--- config.mk ---
export PLATFORM = sky130hd
export DESIGN_NAME = ble_feature_unpacker
export DESIGN_NICKNAME = d
export VERILOG_FILES = /design/src/rtl/ble_feature_unpacker.sv
export SDC_FILE = /design/constraint.sdc
export NUM_CORES = 1
export LEC_CHECK = 0
export CELL_PAD_IN_SITES_DETAIL_PLACEMENT = 1
export CELL_PAD_IN_SITES_GLOBAL_PLACEMENT = 1
export CORE_MARGIN = 1.5
export CORE_UTILIZATION = 50
export CTS_CLUSTER_DIAMETER = 50
export DETAILED_ROUTE_END_ITERATION = 8
export PLACE_DENSITY_LB_ADDON = 0.25
export SLEW_MARGIN = 20
export SYNTH_ARGS = -nofsm -noshare
export SYNTH_HDL_FRONTEND = slang
export SYNTH_SLANG_ARGS = --single-unit
--- constraint.sdc ---
create_clock -name clk_in -period 4.3 [get_ports clk_in]
set_input_delay 0.86 -clock clk_in [delete_from_list [all_inputs] [get_ports clk_in]]
set_output_delay 0.86 -clock clk_in [all_outputs]
set_load 0.01 [all_outputs]
--- src/rtl/ble_feature_unpacker.sv ---
// rtl/ble_feature_unpacker.sv - BLE byte-stream deframer to signed 16-bit feature words
// Optional trailing XOR checksum byte is enabled by defining BLE_UNPACKER_CHECKSUM_EN.
module ble_feature_unpacker #(
    parameter int MAX_WORDS      = 64,
    parameter int FIFO_DEPTH     = 8,
    parameter int TIMEOUT_CYCLES = 100000
) (
    input  logic               clk_in,
    input  logic               rst_n_in,
    input  logic [7:0]         ble_data_in,
    input  logic               ble_valid_in,
    output logic signed [15:0] feature_data_out,
    output logic               feature_valid_out,
    output logic               feature_last_out,
    input  logic               feature_ready_in,
    output logic               frame_ok_out,
    output logic               frame_err_out,
    output logic               overflow_out,
    output logic               busy_out
);
    localparam int AW = $clog2(FIFO_DEPTH);
    localparam int TW = $clog2(TIMEOUT_CYCLES + 1);
    localparam logic [TW-1:0] T_LAST = TW'(TIMEOUT_CYCLES - 1);
    localparam logic [TW-1:0] T_MAX  = TW'(TIMEOUT_CYCLES);
    localparam logic [7:0]    MAX_L  = 8'(MAX_WORDS);

`ifdef BLE_UNPACKER_CHECKSUM_EN
    typedef enum logic [2:0] {SYNC0, SYNC1, LEN, LO, HI, CSUM} state_t;
`else
    typedef enum logic [2:0] {SYNC0, SYNC1, LEN, LO, HI} state_t;
`endif

    state_t        state, state_nxt;
    logic [7:0]    wcnt, lo_byte;
    logic [TW-1:0] tcnt;
    logic          timeout, last_word, len_bad;
    logic [15:0]   word;
    logic          push, push_last, ok_nxt, err_nxt;
    logic [15:0]   push_data;

    logic [15:0]   mem_data [FIFO_DEPTH];
    logic          mem_last [FIFO_DEPTH];
    logic [AW:0]   wr_ptr, rd_ptr;
    logic          empty, full, pop, push_ok;

    assign word      = {ble_data_in, lo_byte};
    assign last_word = (wcnt == 8'd1);
    assign len_bad   = (ble_data_in == 8'd0) || (ble_data_in > MAX_L);
    // An idle clock is one without a byte; the TIMEOUT_CYCLES-th consecutive one aborts.
    assign timeout   = (state != SYNC0) && !ble_valid_in && (tcnt >= T_LAST);

    always_ff @(posedge clk_in or negedge rst_n_in) begin
        if (!rst_n_in) state <= SYNC0;
        else           state <= state_nxt;
    end

    always_comb begin
        state_nxt = state;
        if (timeout) begin
            state_nxt = SYNC0;
        end else if (ble_valid_in) begin
            case (state)
                SYNC0: if (ble_data_in == 8'hA5) state_nxt = SYNC1;
                SYNC1: begin
                    if (ble_data_in == 8'h5A)      state_nxt = LEN;
                    else if (ble_data_in != 8'hA5) state_nxt = SYNC0;
                end
                LEN:   state_nxt = len_bad ? SYNC0 : LO;
                LO:    state_nxt = HI;
`ifdef BLE_UNPACKER_CHECKSUM_EN
                HI:    state_nxt = last_word ? CSUM : LO;
                CSUM:  state_nxt = SYNC0;
`else
                HI:    state_nxt = last_word ? SYNC0 : LO;
`endif
                default: state_nxt = SYNC0;
            endcase
        end
    end

`ifdef BLE_UNPACKER_CHECKSUM_EN
    logic [7:0]  csum;
    logic [15:0] held;

    always_ff @(posedge clk_in or negedge rst_n_in) begin
        if (!rst_n_in) begin
            csum <= 8'd0;
            held <= 16'd0;
        end else if (ble_valid_in) begin
            if (state == LEN)                 csum <= ble_data_in;
            if (state == LO || state == HI)   csum <= csum ^ ble_data_in;
            if (state == HI && last_word)     held <= word;
        end
    end
`endif

    always_comb begin
        push      = 1'b0;
        push_data = word;
        push_last = 1'b0;
        ok_nxt    = 1'b0;
        err_nxt   = timeout;
        if (ble_valid_in) begin
            case (state)
                LEN: err_nxt = len_bad;
`ifdef BLE_UNPACKER_CHECKSUM_EN
                HI:  push = !last_word;
                CSUM: begin
                    push      = 1'b1;
                    push_data = held;
                    push_last = 1'b1;
                    ok_nxt    = (csum == ble_data_in);
                    err_nxt   = (csum != ble_data_in);
                end
`else
                HI: begin
                    push      = 1'b1;
                    push_last = last_word;
                    ok_nxt    = last_word;
                end
`endif
                default: ;
            endcase
        end
    end

    always_ff @(posedge clk_in or negedge rst_n_in) begin
        if (!rst_n_in) begin
            wcnt          <= 8'd0;
            lo_byte       <= 8'd0;
            tcnt          <= '0;
            frame_ok_out  <= 1'b0;
            frame_err_out <= 1'b0;
            overflow_out  <= 1'b0;
        end else begin
            frame_ok_out  <= ok_nxt;
            frame_err_out <= err_nxt;
            if (push && !push_ok) overflow_out <= 1'b1;
            if (ble_valid_in || state == SYNC0) tcnt <= '0;
            else if (tcnt != T_MAX)             tcnt <= tcnt + TW'(1);
            if (ble_valid_in) begin
                if (state == LEN) wcnt    <= ble_data_in;
                if (state == LO)  lo_byte <= ble_data_in;
                if (state == HI)  wcnt    <= wcnt - 8'd1;
            end
        end
    end

    // A pop frees the slot in the same cycle, so a full FIFO still accepts a push then.
    assign empty   = (wr_ptr == rd_ptr);
    assign full    = (wr_ptr[AW] != rd_ptr[AW]) && (wr_ptr[AW-1:0] == rd_ptr[AW-1:0]);
    assign pop     = !empty && feature_ready_in;
    assign push_ok = push && (!full || pop);

    always_ff @(posedge clk_in or negedge rst_n_in) begin
        if (!rst_n_in) begin
            wr_ptr <= '0;
            rd_ptr <= '0;
        end else begin
            if (push_ok) wr_ptr <= wr_ptr + (AW+1)'(1);
            if (pop)     rd_ptr <= rd_ptr + (AW+1)'(1);
        end
    end

    always_ff @(posedge clk_in) begin
        if (push_ok) begin
            mem_data[wr_ptr[AW-1:0]] <= push_data;
            mem_last[wr_ptr[AW-1:0]] <= push_last;
        end
    end

    assign feature_valid_out = !empty;
    assign feature_data_out  = empty ? 16'sd0 : $signed(mem_data[rd_ptr[AW-1:0]]);
    assign feature_last_out  = !empty && mem_last[rd_ptr[AW-1:0]];
    assign busy_out          = (state != SYNC0);

endmodule

# [Word level (Yosys, flattened, before mapping)]
# Memory sizes are Yosys's and may differ from the RTL's.
# Index checks and enable logic that the tools add are counted.
[classes] addsub=4 n_lt_le_gt_ge=2 n_eq_ne=14 n_mux=21 n_reduce_logical=23
[op_table] operator="17-bit 2-to-1 mux" count=2
[op_table] operator="17-bit by 1-bit adder with 17-bit output, second input constant" count=1
[op_table] operator="17-bit >= comparator, second input constant" count=1
[op_table] operator="17-bit inequality test, second input constant" count=1
[op_table] operator="16-bit 2-to-1 mux" count=1
[op_table] operator="8-bit 2-to-1 mux" count=2
[op_table] operator="3-bit 2-to-1 mux" count=5
[op_table] operator="3-bit one-hot mux with 5 select lines" count=1
[op_table] operator="4-bit by 1-bit adder with 4-bit output, second input constant" count=2
[op_table] operator="8-bit by 1-bit == test with 1-bit output, second input constant" count=1
[op_table] operator="8-bit by 7-bit == test with 1-bit output, second input constant" count=1
[op_table] operator="8-bit == test, second input constant" count=1
[op_table] operator="8-bit by 7-bit greater-than comparator with 1-bit output, second input constant" count=1
[op_table] operator="8-bit zero test" count=1
[op_table] operator="1-bit 2-to-1 mux" count=8
[op_table] operator="8-bit inequality test, second input constant" count=1
[op_table] operator="8-bit by 1-bit subtractor with 8-bit output, second input constant" count=1
[op_table] operator="1-bit logical AND" count=7
[op_table] operator="3-bit by 2-bit == test with 1-bit output, second input constant" count=2
[op_table] operator="2-bit nonzero test" count=3
[op_table] operator="4-bit == test" count=1
[op_table] operator="1-bit zero test" count=4
[op_table] operator="2-bit 2-to-1 mux" count=2
[op_table] operator="4-bit inequality test, second input constant" count=1
[op_table] operator="10 further kinds" count=13
[totals] reg_bits=47 ramBits=136 in_bits=12 output_inout_bits=22 n_memories=2
[mem_list] name="mem_data" words=8 width=16 rd=1 rd_clocked_by_memory_dff=0 wr=1 line_no="41" text="logic [15:0] mem_data [FIFO_DEPTH];"
[mem_list] name="mem_last" words=8 width=1 rd=1 rd_clocked_by_memory_dff=0 wr=1 line_no="42" text="logic mem_last [FIFO_DEPTH];"

# [Depth between registers and ports, before layout]
[depth] word_depth=7 mapped_depth=7 ltp_nobuf=6

# [Least setup slack after synthesis]
# OpenSTA, ideal clock, no wires.
[synth_timing] path_kind="input to register" startpoint="input port ble_valid_in" endpoint="memory mem_data[4][0] (enable)" setup_time_ns=0.416 t_arrival_ns=2.639 required_time_ns=3.884 setup_slack_ns=1.245 stages=4 path_cell_list="nand2_2 a21oi_2 nand2b_1 nor3b_1"
[synth_between] elab_chain_len=4
[synth_lines] item="from (decl)" line_no="11" text="input logic ble_valid_in,"
[synth_lines] item="1-bit 2-to-1 mux" line_no="103" text="if (ble_valid_in) begin"
[synth_lines] item="1-bit logical AND" line_no="153" text="assign push_ok = push && (!full || pop);"
[synth_lines] item="1-bit 2-to-1 mux" line_no="166" text="if (push_ok) begin"
[synth_lines] item="1-bit 2-to-1 mux (not written as such)" line_no="167" text="mem_data[wr_ptr[AW-1:0]] <= push_data;"
[synth_lines] item="to (decl)" line_no="41"
# No other way between the ends.

# [Worst setup path after layout]
[layout_timing] startpoint="register wr_ptr[1]" endpoint="output port feature_data_out[10]"
[layout_between] elab_chain_len=2
[layout_lines] item="from (decl)" line_no="43" text="logic [AW:0] wr_ptr, rd_ptr;"
[layout_lines] item="from (signal assigned)" line_no="160" text="if (push_ok) wr_ptr <= wr_ptr + (AW+1)'(1);"
[layout_lines] item="4-bit == test" line_no="150" text="assign empty = (wr_ptr == rd_ptr);"
[layout_lines] item="16-bit 2-to-1 mux" line_no="173" text="assign feature_data_out = empty ? 16'sd0 : $signed(mem_data[rd_ptr[AW-1:0]]);"
[layout_lines] item="to (decl)" line_no="12" text="output logic signed [15:0] feature_data_out,"
# No other way between the ends.

==> flow_metrics.py <==
metrics = {
    "power_and_ir_drop": {
        "p_sw_share_pct": 28.2,
        "switching_power_mw": 1.38,
        "p_leak_nw": 3.15,
        "p_comb_share_pct": 28.1,
        "intPower_mw": 3.50,
        "p_per_area_mw_per_mm2": 542,
        "peakVddDrop_mv": 0.303,
        "p_seq_share_pct": 41.1,
        "clock_power_share_pct": 30.7,
    },
    "worst_setup_path": {
        "worstSetupPathType": "flop to primary output",
        "cp_slowest_cell": "dfrtp_1",
        "arrival_ns": 2.73,
        "cp.required_ns": 3.44,
        "crit_path_max_fanout": 21,
        "reg2reg_from": "state[2]$_DFFE_PN0P_",
        "timing.critical_path.cells": "xor2_1 > nor3_1 > and2_1 > buf_4 > nor2_1 > clkdlybuf4s50_1",
        "start_kind": "flop",
        "end_kind": "primary output",
        "cp-startpoint": "wr_ptr[1]$_DFFE_PN0P_",
        "critPathMaxStageDelay_ns": 0.53,
    },
    "timing": {
        "tightest_slew_ns": 0.883,
        "period_needed_ns": 3.59,
        "setup_viol": 0,
        "final-max-slew-violation-count": 0,
        "max_freq_mhz": 278,
        "relSlewSlack_pct": 40.9,
        "skew_ns": 0.00966,
        "min_period_over_period_pct": 83.6,
        "rsz0062_at_grt": "false",
        "final_hold_viol_count": 0,
        "finalSetupTns_ns": 0,
    },
    "drt": {
        "routed_via_density": 5.83,
        "drtAntennaViolNets": 0,
        "num_vias": 4408,
        "wl_per_cell_um": 22.5,
        "drt_iter0_markers": 334,
        "route.detailed.drc": 0,
        "routed_wl_um": 17000,
        "first_pass_iters": 4,
    },
    "clock_tree": {
        "h-tree-depth": 4,
        "clock_latency_ns": 0.43,
        "clk_path_buf_depth": 2,
        "postCtsHoldBufs": 0,
        "cts_buffers": 17,
        "cts_root_buf": "clkbuf_16",
        "ctsResizeCount": 0,
        "cts_sinks": 183,
        "cts_setup_buffers": 0,
        "cts_tree": "yes",
        "clk_pin_slew_ns": 0.06,
    },
    "floorplan": {
        "die_y_um": 128,
        "coreArea_sq_mm": 0.0153,
        "rows": 45,
        "initial_core_util_pct": 51.2,
        "die_w_um": 128,
        "die-area_sq_mm": 0.0164,
        "io_pins": 34,
    },
    "placed_design": {
        "place.gp.congestion": 0.758,
        "placed_cell_area_sq_mm": 0.00843,
        "dp_hpwl_um": 11100,
        "numPortBuffers": 33,
    },
    "grt": {
        "busiest_layer": "met2",
        "grt_max_degree": 38,
        "met2_usage_pct": 38.3,
        "overflow": 0,
        "grt_pass1_wl_um": 27000,
        "met3_usage_pct": 4.05,
        "grt_use_total_pct": 22.8,
        "grtUsageMet1_pct": 29.9,
        "grt_antenna_before_repair": 0,
        "grt_pass1_vias": 4767,
    },
    "logic_synthesis": {
        "yosysSeqAreaShare_pct": 67.3,
        "netlist_top_cells_count": "edfxtp_1, nor2_1, dfrtp_1, mux4_2, mux2i_1",
        "synth.largest_area_cell": "edfxtp_1",
        "synth_nets": 503,
        "ys_top_cells_by_area": "edfxtp_1, dfrtp_1, mux4_2",
        "ys.flop_type": "edfxtp_1",
        "ys_warn_count": 0,
        "synth_cells": 485,
        "synthesis.area_sq_mm": 0.00781,
        "yosysTopAreaCellShare_pct": 52.3,
        "yosys.cell_count.top_type": "edfxtp_1",
        "ys_seq_elements": 183,
        "async_flop_share_pct": 25.7,
        "synth_edf_count": 136,
        "yosys.cell_types.count": 60,
        "avgSynthCellArea_sq_um": 16.1,
    },
    "layout": {
        "layout-drive-gt1-share_pct": 21.3,
        "fillers": 1421,
        "seq_area_sq_mm": 0.00526,
        "fin_area_sq_mm": 0.00900,
        "fin_nets": 550,
        "diodes": 0,
        "syn_to_final_growth_pct": 15.2,
        "multi_input_area_sq_mm": 0.00240,
    },
    "outcome": {
        "status": "completed",
    },
    "worst_hold_path": {
        "worstHoldStart": "rd_ptr[3]$_DFFE_PN0P_",
        "hp-class": "flop to flop",
    },
    "run": {
        "maxCapViolations": 0,
    },
}
## per-layer routing
metal | part of all wire, % | routed length, um
met2 | 51 | 8770
met3 | 3.7 | 631
met5 | 0 | 0
met4 | 1.8 | 303
met1 | 43 | 7340
## state kept, by name, indices dropped and copies added, names as in the netlist
name           cells
tcnt              17
state              3
frame_err_out      1
wcnt               8
lo_byte            8
mem_data         128
rd_ptr             4
frame_ok_out       1
overflow_out       1
mem_last           8
wr_ptr             4
## placed cells by master, fill, tap and decap left out, types with 2 or more instances in the layout
master	n
mux2i_1	20
dfrtp_1	46
inv_1	11
edfxtp_1	136
nand2_1	12
a21o_1	3
clkdlybuf4s50_1	32
nor4_1	4
nor3b_2	4
mux2_2	11
nand4_1	6
buf_4	18
inv_6	3
nor2_1	50
mux4_2	34
ha_1	6
o31ai_1	3
xor2_1	13
o21ai_0	11
clkinv_2	3
o22ai_1	2
clkbuf_16	18
clkbuf_1	3
or3_1	3
nand2b_1	2
nand3_1	12
a21oi_1	16
xnor2_1	9
o41ai_1	3
a31oi_1	2
and4_1	3
clkinvlp_4	3
nor3_2	2
nor3_1	9
## kinds of logic after synthesis
group           count (synthesis)  share of synthesized area, %
compound gates                 49                          4.07
xor+xnor                       22                          2.47
fa+ha+maj                       6                         0.961
buf+inv                        34                          2.29
flops                         183                          67.3
mux                            65                          13.9
simple gates                  126                          8.95
## power by group through the flow
stage          registers (mW)  clock network, mW  logic, mW
3_5_place_dp             2.04                  0       1.39
2_1_floorplan            2.01                  0      0.875
4_1_cts                  2.01               1.52       1.40
3_3_place_gp             2.04                  0       1.36
6_report                 2.01               1.50       1.37
5_1_grt                  2.02               1.58       1.48
## final cells by class
class | instances | area share, %
Tap cell | 211 | 2.93
Inverter | 11 | 0.459
Clock inverter | 10 | 1.04
Sequential cell | 183 | 58.5
Multi-Input combinational cell | 268 | 26.7
Timing Repair Buffer | 51 | 5.12
Clock buffer | 22 | 5.28
## per-stage QoR
step	total power, mW	std cells	utilization [%]	worst slack (ns)	hold slack [ns]
after floorplan	2.89	485	-	1.25	0.462
after global placement	3.40	724	55.3	0.813	0.474
after detailed placement	3.43	724	55.3	0.636	0.488
after CTS	4.93	756	59.0	0.680	0.500
after global routing	5.08	756	59.0	0.484	0.505
final	4.88	756	59.0	0.706	0.493
## worst max-delay path: cells and delay by family (launching register included)
kind	cells	cell delay, ns
buf+inv	2	0.79
flops	1	0.53
simple gates	3	0.76
xor+xnor	1	0.21
## path summary, 6_finish.rpt
| check | slack (ns) | endpoint | cells past startpoint |
|---|---|---|---|
| setup / recovery | 0.71 | feature_data_out[10] | 6 |
| hold reg to reg | 0.49 | rd_ptr[3]$_DFFE_PN0P_ | 1 |
| hold / removal | 0.49 | rd_ptr[3]$_DFFE_PN0P_ | 1 |
| min in group asynchronous | 0.50 | wcnt[3]$_DFFE_PN0P_ | 1 |
| setup reg to reg | 1.22 | mem_data[3][8]$_DFFE_PP_ | 6 |
| max in group asynchronous | 3.05 | tcnt[12]$_DFFE_PN0P_ | 2 |
Note: power is estimated with default switching activity, not from simulation.
